## config.mk

```make
export PLATFORM = sky130hd
export DESIGN_NAME = div_sequencer_flat
export DESIGN_NICKNAME = d
export VERILOG_FILES = /design/src/rtl/div_sequencer_if.sv /design/src/rtl/div_sequencer.sv /design/src/flat_wrapper.sv
export SDC_FILE = /design/constraint.sdc
export NUM_CORES = 1
export LEC_CHECK = 0
export ABC_AREA = 1
export BUFFER_PORTS_ARGS = -buffer_cell sky130_fd_sc_hd__buf_2
export CORE_MARGIN = 3
export CORE_UTILIZATION = 45
export CTS_CLUSTER_DIAMETER = 60
export DETAILED_ROUTE_END_ITERATION = 8
export PLACE_DENSITY = 0.7
export SLEW_MARGIN = 30
export SYNTH_ARGS = -nofsm -noshare
export SYNTH_HDL_FRONTEND = slang
export SYNTH_SLANG_ARGS = --single-unit
```

## constraint.sdc

```tcl
create_clock -name clock -period 7.65 [get_ports clock]
set_input_delay 1.53 -clock clock [delete_from_list [all_inputs] [get_ports clock]]
set_output_delay 1.53 -clock clock [all_outputs]
set_load 0.03 [all_outputs]
```

## src/rtl/div_sequencer_if.sv

```systemverilog
// Handshake and result bundle between the CPU issue logic (master) and the
// sequential divider (slave).
interface div_sequencer_if #(
    parameter int WIDTH = 32
);
    logic             start;
    logic             signed_op;
    logic [WIDTH-1:0] dividend;
    logic [WIDTH-1:0] divisor;
    logic             busy;
    logic             done;
    logic             div_by_zero;
    logic [WIDTH-1:0] quotient;
    logic [WIDTH-1:0] remainder;

    modport master (
        output start, signed_op, dividend, divisor,
        input  busy, done, div_by_zero, quotient, remainder
    );

    modport slave (
        input  start, signed_op, dividend, divisor,
        output busy, done, div_by_zero, quotient, remainder
    );
endinterface

```

## src/rtl/div_sequencer.sv

```systemverilog
// Multi-cycle restoring divider: one quotient bit per clock on operand
// magnitudes, with the sign fix-up applied in a final FIX cycle.
module div_sequencer #(
    parameter int WIDTH = 32
) (
    input  logic           clock,
    input  logic           clear,
    div_sequencer_if.slave bus
);
    localparam logic [1:0] IDLE = 2'd0;
    localparam logic [1:0] ITER = 2'd1;
    localparam logic [1:0] FIX  = 2'd2;
    localparam int CW = $clog2(WIDTH) + 1;

    logic [1:0]       state_reg;
    logic             dvd_neg_reg;
    logic             dvs_neg_reg;
    logic             zero_reg;
    logic [WIDTH-1:0] quo_reg;    // dividend bits shift out, quotient bits shift in
    logic [WIDTH-1:0] dvs_reg;
    logic [WIDTH-1:0] rem_reg;
    logic [CW-1:0]    count_reg;
    logic [WIDTH-1:0] q_out_reg;
    logic [WIDTH-1:0] r_out_reg;
    logic             dbz_reg;
    logic             done_reg;

    logic             in_dvd_neg;
    logic             in_dvs_neg;
    logic [WIDTH-1:0] in_dvd_mag;
    logic [WIDTH-1:0] in_dvs_mag;
    logic [WIDTH:0]   rem_shift;
    logic             step_ge;
    logic [WIDTH-1:0] rem_step;

    // Sign flags already fold in signed_op, so unsigned ops never negate.
    assign in_dvd_neg = bus.signed_op & bus.dividend[WIDTH-1];
    assign in_dvs_neg = bus.signed_op & bus.divisor[WIDTH-1];
    assign in_dvd_mag = in_dvd_neg ? -bus.dividend : bus.dividend;
    assign in_dvs_mag = in_dvs_neg ? -bus.divisor  : bus.divisor;

    // The true difference is below the divisor, so WIDTH-bit subtraction suffices.
    assign rem_shift = {rem_reg, quo_reg[WIDTH-1]};
    assign step_ge   = rem_shift >= {1'b0, dvs_reg};
    assign rem_step  = step_ge ? (rem_shift[WIDTH-1:0] - dvs_reg) : rem_shift[WIDTH-1:0];

    always_ff @(posedge clock or posedge clear) begin
        if (clear) begin
            state_reg   <= IDLE;
            dvd_neg_reg <= 1'b0;
            dvs_neg_reg <= 1'b0;
            zero_reg    <= 1'b0;
            quo_reg     <= '0;
            dvs_reg     <= '0;
            rem_reg     <= '0;
            count_reg   <= '0;
            q_out_reg   <= '0;
            r_out_reg   <= '0;
            dbz_reg     <= 1'b0;
            done_reg    <= 1'b0;
        end else begin
            done_reg <= 1'b0;
            case (state_reg)
                IDLE: begin
                    if (bus.start) begin
                        dvd_neg_reg <= in_dvd_neg;
                        dvs_neg_reg <= in_dvs_neg;
                        zero_reg    <= (bus.divisor == '0);
                        dvs_reg     <= in_dvs_mag;
                        rem_reg     <= '0;
                        count_reg   <= '0;
                        // A zero divisor skips ITER, so keep the raw dividend for the remainder.
                        if (bus.divisor == '0) begin
                            quo_reg   <= bus.dividend;
                            state_reg <= FIX;
                        end else begin
                            quo_reg   <= in_dvd_mag;
                            state_reg <= ITER;
                        end
                    end
                end
                ITER: begin
                    quo_reg   <= {quo_reg[WIDTH-2:0], step_ge};
                    rem_reg   <= rem_step;
                    count_reg <= count_reg + 1'b1;
                    if (count_reg == CW'(WIDTH - 1)) begin
                        state_reg <= FIX;
                    end
                end
                FIX: begin
                    if (zero_reg) begin
                        q_out_reg <= '1;
                        r_out_reg <= quo_reg;
                        dbz_reg   <= 1'b1;
                    end else begin
                        q_out_reg <= (dvd_neg_reg ^ dvs_neg_reg) ? -quo_reg : quo_reg;
                        r_out_reg <= dvd_neg_reg ? -rem_reg : rem_reg;
                        dbz_reg   <= 1'b0;
                    end
                    done_reg  <= 1'b1;
                    state_reg <= IDLE;
                end
                default: state_reg <= IDLE;
            endcase
        end
    end

    assign bus.busy        = (state_reg != IDLE);
    assign bus.done        = done_reg;
    assign bus.div_by_zero = dbz_reg;
    assign bus.quotient    = q_out_reg;
    assign bus.remainder   = r_out_reg;
endmodule

```

## src/flat_wrapper.sv

```systemverilog
// flat-port wrapper written by rule: the top's interface ports become plain ports
module div_sequencer_flat 
#(
    parameter int WIDTH = 32
)
  (clock, clear, bus_start, bus_signed_op, bus_dividend, bus_divisor, bus_busy, bus_done, bus_div_by_zero, bus_quotient, bus_remainder);
  div_sequencer_if #(.WIDTH(WIDTH)) bus_i ();
  input  logic clock;
  input  logic clear;
  input wire logic [$bits(bus_i.start)-1:0] bus_start;
  input wire logic [$bits(bus_i.signed_op)-1:0] bus_signed_op;
  input wire logic [$bits(bus_i.dividend)-1:0] bus_dividend;
  input wire logic [$bits(bus_i.divisor)-1:0] bus_divisor;
  output wire logic [$bits(bus_i.busy)-1:0] bus_busy;
  output wire logic [$bits(bus_i.done)-1:0] bus_done;
  output wire logic [$bits(bus_i.div_by_zero)-1:0] bus_div_by_zero;
  output wire logic [$bits(bus_i.quotient)-1:0] bus_quotient;
  output wire logic [$bits(bus_i.remainder)-1:0] bus_remainder;
  assign bus_i.start = bus_start;
  assign bus_i.signed_op = bus_signed_op;
  assign bus_i.dividend = bus_dividend;
  assign bus_i.divisor = bus_divisor;
  assign bus_busy = bus_i.busy;
  assign bus_done = bus_i.done;
  assign bus_div_by_zero = bus_i.div_by_zero;
  assign bus_quotient = bus_i.quotient;
  assign bus_remainder = bus_i.remainder;
  div_sequencer #(.WIDTH(WIDTH)) u_core (.clock(clock), .clear(clear), .bus(bus_i));
endmodule
```

==> report_table.html <==
<table>
<tr><th>Metric</th><th>Value</th></tr>
<tr><th colspan="2">Clocking</th></tr>
<tr><td>Post-CTS Hold Buffers</td><td>0</td></tr>
<tr><td>TritonCTS clock tree</td><td>done</td></tr>
<tr><td>Clock Path Buffers</td><td>2</td></tr>
<tr><td>Number of CTS-inserted buffers</td><td>17</td></tr>
<tr><td>CTS clk-pin slew, worst paths</td><td>0.08 ns</td></tr>
<tr><td>CTS Root Buffer Type</td><td>sky130_fd_sc_hd__clkbuf_16</td></tr>
<tr><td>Number of H-tree branching levels</td><td>4</td></tr>
<tr><td>Sink count of the clock tree</td><td>173</td></tr>
<tr><td>Setup Buffers After CTS</td><td>0</td></tr>
<tr><td>Later-pin clock latency in the skew report</td><td>0.44 ns</td></tr>
<tr><td>Cts repair resizes</td><td>0</td></tr>
<tr><th colspan="2">Synth</th></tr>
<tr><td>Syn Inst Count</td><td>2,237</td></tr>
<tr><td>Number of synthesized flops with an enable pin</td><td>0</td></tr>
<tr><td>Number of warnings issued by yosys</td><td>0</td></tr>
<tr><td>Top_reg_cell synth</td><td>sky130_fd_sc_hd__dfrtp_1</td></tr>
<tr><td>Library cell occupying the most area in the post-synthesis netlist</td><td>sky130_fd_sc_hd__dfrtp_1</td></tr>
<tr><td>Post-synth net total</td><td>2,343</td></tr>
<tr><td>Post-synth top area share</td><td>0.3096</td></tr>
<tr><td>Number of library cell types mapped by synthesis</td><td>49</td></tr>
<tr><td>Top cell types by occurrence after synthesis</td><td>sky130_fd_sc_hd__nand2_1 (757), sky130_fd_sc_hd__inv_1 (322), sky130_fd_sc_hd__nand3_1 (215)</td></tr>
<tr><td>Flip-flop and latch count after synthesis</td><td>173</td></tr>
<tr><td>Average cell area after synthesis</td><td>6.250 µm²</td></tr>
<tr><td>Most frequent cell after synthesis</td><td>sky130_fd_sc_hd__nand2_1</td></tr>
<tr><td>Share of synthesized area occupied by flip-flops and latches</td><td>0.3096</td></tr>
<tr><td>Most area-consuming cells after synthesis</td><td>sky130_fd_sc_hd__dfrtp_1 (31%), sky130_fd_sc_hd__nand2_1 (20%), sky130_fd_sc_hd__inv_1 (8.6%), sky130_fd_sc_hd__nand3_1 (7.7%), sky130_fd_sc_hd__nor2_1 (5.6%)</td></tr>
<tr><td>Share of flip-flops with an asynchronous set or reset</td><td>1.000</td></tr>
<tr><td>Netlist area before placement</td><td>13,980 µm²</td></tr>
<tr><th colspan="2">Run status</th></tr>
<tr><td>Outcome</td><td>completed</td></tr>
<tr><th colspan="2">Power</th></tr>
<tr><td>Total power of the final layout</td><td>7.795 mW</td></tr>
<tr><td>Peak supply drop</td><td>397.0 µV</td></tr>
<tr><td>Power per Cell Area</td><td>502.9 nW/µm²</td></tr>
<tr><td>Static Leak</td><td>8.198 nW</td></tr>
<tr><th colspan="2">Detailed routing</th></tr>
<tr><td>Antenna-violating nets left</td><td>0</td></tr>
<tr><td>Detailed Route WL</td><td>47,150 µm</td></tr>
<tr><td>DRC violations left</td><td>0</td></tr>
<tr><td>Detailed Route Iter0 Violations</td><td>1,467</td></tr>
<tr><td>Number of search-and-repair iterations in the first detailed-routing pass</td><td>6</td></tr>
<tr><td>Detail-routed via count per cell</td><td>5.416</td></tr>
<tr><td>Post-DR wirelength/cell</td><td>17.28 µm</td></tr>
<tr><td>Via total after detailed routing</td><td>14,780</td></tr>
<tr><th colspan="2">Place</th></tr>
<tr><td>Port Buf Inserts</td><td>134</td></tr>
<tr><td>DP HPWL</td><td>36,830 µm</td></tr>
<tr><td>Place WS</td><td>4.142 ns</td></tr>
<tr><td>Final GP Congestion</td><td>0.9854</td></tr>
<tr><th colspan="2">Worst setup path</th></tr>
<tr><td>Top fanout value on the critical path</td><td>37</td></tr>
<tr><td>Worst setup SP type</td><td>register</td></tr>
<tr><td>Register-to-register setup slack</td><td>4.40 ns</td></tr>
<tr><td>Kind of critical path</td><td>reg -&gt; reg</td></tr>
<tr><td>Endpoint of the most critical register-to-register path</td><td>u_core.bus.remainder[18]$_DFFE_PP0P_</td></tr>
<tr><td>Required time worst endpoint</td><td>8.02 ns</td></tr>
<tr><td>Critical path endpoint category</td><td>register</td></tr>
<tr><td>Number of cells traversed by the worst register-to-register path</td><td>7</td></tr>
<tr><td>Critical path data arrival time</td><td>3.62 ns</td></tr>
<tr><td>FF-to-FF Start</td><td>u_core.state_reg[1]$_DFFE_PP0P_</td></tr>
<tr><th colspan="2">Timing</th></tr>
<tr><td>Setup slack of the critical path after layout</td><td>4.398 ns</td></tr>
<tr><td>Number of hold-slack violations in the final timing report</td><td>0</td></tr>
<tr><td>Unrepaired setup endpoints after global routing</td><td>false</td></tr>
<tr><td>Period Utilization, post-route</td><td>0.4251</td></tr>
<tr><td>Aggregate negative setup slack</td><td>0 ns</td></tr>
<tr><td>Highest Clock Rate</td><td>0.3075 GHz</td></tr>
<tr><td>Hold Slack</td><td>0.4875 ns</td></tr>
<tr><td>Setup Skew</td><td>0.01251 ns</td></tr>
<tr><td>Headroom to the max-slew limit</td><td>0.3621</td></tr>
<tr><td>Transition time at the pin with the least slew margin</td><td>0.9557 ns</td></tr>
<tr><td>Final Slew Violations</td><td>0</td></tr>
<tr><td>Tmin final</td><td>3.252 ns</td></tr>
<tr><td>Count of endpoints failing setup in the final report</td><td>0</td></tr>
<tr><th colspan="2">Final layout</th></tr>
<tr><td>Fraction of layout cells with a size suffix above 1</td><td>0.1000</td></tr>
<tr><td>Total area of multi-input combinational cells</td><td>8065 µm²</td></tr>
<tr><td>Number of diodes added for antenna fixing</td><td>0</td></tr>
<tr><td>Area delta synth-&gt;final</td><td>10.85%</td></tr>
<tr><td>Number of nets in the final layout</td><td>2,432</td></tr>
<tr><td>Area used by sequential logic in the layout</td><td>4329 µm²</td></tr>
<tr><td>Total of fill cells in the finished design</td><td>3,172</td></tr>
<tr><td>Final Util</td><td>0.5148</td></tr>
<tr><th colspan="2">Floorplan</th></tr>
<tr><td>Count of boundary I/O pins</td><td>135</td></tr>
<tr><td>Core Rows</td><td>63</td></tr>
<tr><td>Die outline area</td><td>33,220 µm²</td></tr>
<tr><td>Area of the core region</td><td>30,110 µm²</td></tr>
<tr><td>Die span in y</td><td>182.3 µm</td></tr>
<tr><td>Starting density of the core</td><td>0.4643</td></tr>
<tr><td>DIE WIDTH</td><td>182.3 µm</td></tr>
<tr><th colspan="2">Global route</th></tr>
<tr><td>First-pass GRT wire length</td><td>75,110 µm</td></tr>
<tr><td>Total global routing track utilization</td><td>0.2823</td></tr>
<tr><td>Pin count of the biggest net entering global routing</td><td>92</td></tr>
<tr><td>Total congestion overflow after global routing</td><td>0</td></tr>
<tr><td>Via count of the first global-routing pass</td><td>13,880</td></tr>
<tr><td>Number of antenna violations at the first check in global routing</td><td>0</td></tr>
<tr><th colspan="2">Hold path</th></tr>
<tr><td>Depth of the worst hold-timing path</td><td>2</td></tr>
<tr><td>Hold endpoint</td><td>u_core.dvs_reg[17]$_DFFE_PP0P_</td></tr>
<tr><td>Hold crit path type</td><td>reg -&gt; reg</td></tr>
<tr><td>Worst hold path startpoint</td><td>u_core.dvs_reg[17]$_DFFE_PP0P_</td></tr>
<tr><th colspan="2">Run</th></tr>
<tr><td>Max cap viols</td><td>0</td></tr>
</table>
==> metrics by stage <==
stage               cell area [µm²]  cells
floorplan                     13980   2237
global placement              14890   2697
detailed placement            14890   2697
finish                        15500   2729
CTS                           15500   2729
global route                  15500   2729
==> how the worst max path moves through the flow <==
stage,from,to,slack [ns],cells past startpoint
after floorplan,clear,u_core.bus.div_by_zero$_DFFE_PP0P_,1.43,1
after global placement,bus_divisor[0],u_core.quo_reg[2]$_DFFE_PP0P_,4.17,11
final,u_core.state_reg[1]$_DFFE_PP0P_,u_core.bus.remainder[18]$_DFFE_PP0P_,4.40,7
after CTS,u_core.state_reg[1]$_DFFE_PP0P_,u_core.bus.remainder[18]$_DFFE_PP0P_,4.49,7
after global routing,u_core.state_reg[1]$_DFFE_PP0P_,u_core.bus.remainder[31]$_DFFE_PP0P_,4.12,8
after detailed placement,bus_divisor[0],u_core.quo_reg[2]$_DFFE_PP0P_,4.14,11
==> placed cells by master (no fill, tap or decap), types with 37 or more instances in the layout <==
cell type,count
sky130_fd_sc_hd__ha_1,37
sky130_fd_sc_hd__buf_2,134
sky130_fd_sc_hd__nand4_1,38
sky130_fd_sc_hd__dfrtp_1,173
sky130_fd_sc_hd__nand3_1,215
sky130_fd_sc_hd__inv_1,320
sky130_fd_sc_hd__a21oi_1,64
sky130_fd_sc_hd__xor2_1,47
sky130_fd_sc_hd__nor2_1,206
sky130_fd_sc_hd__nand2_1,757
sky130_fd_sc_hd__o21ai_0,115
==> layout make-up <==
cell class              instances  area share
multi-input cells            1656      0.5203
well taps                     390     0.03148
flip-flops and latches        173      0.2793
repair buffers                144     0.04811
clock buffers                  18     0.02833
inverters                     334     0.08121
clock inverters                14     0.01122
==> kinds of logic (layout without fill, tap and decap cells) <==
| kind of cell | count (synthesis) | count (layout) | synth area share |
|---|---|---|---|
| buffers and inverters | 408 | 510 | 0.1145 |
| flip-flops | 173 | 173 | 0.3096 |
| AND/OR/NAND/NOR | 1296 | 1296 | 0.3960 |
| adder cells (fa/ha/maj) | 38 | 38 | 0.03454 |
| AO/OA/AOI/OAI | 260 | 260 | 0.1060 |
| XOR/XNOR | 62 | 62 | 0.03937 |
==> power by group <==
| part | switching (mW) | leakage, nW | internal [mW] |
|---|---|---|---|
| combinational | 3.47 | 5.78 | 1.56 |
| sequential | 0.482 | 2.12 | 1.35 |
| clock | 0.424 | 0.302 | 0.505 |
| total | 4.38 | 8.20 | 3.42 |
==> critical path, stage by stage (launching register included) <==
cell                       delay, ns
sky130_fd_sc_hd__dfrtp_1        0.41
sky130_fd_sc_hd__inv_1          0.10
sky130_fd_sc_hd__nor2_4         0.70
sky130_fd_sc_hd__inv_2          0.55
sky130_fd_sc_hd__nor2_2         0.39
sky130_fd_sc_hd__inv_1          0.49
sky130_fd_sc_hd__o21ai_0        0.36
sky130_fd_sc_hd__o21bai_1       0.14
==> metal layers <==
layer | GRT usage | share of wire
met1 | 0.4265 | 0.47
met2 | 0.4214 | 0.42
met3 | 0.04445 | 0.080
met4 | 0.07099 | 0.021
met5 | 0 | 0
Note: power is estimated with default switching activity, not from simulation.
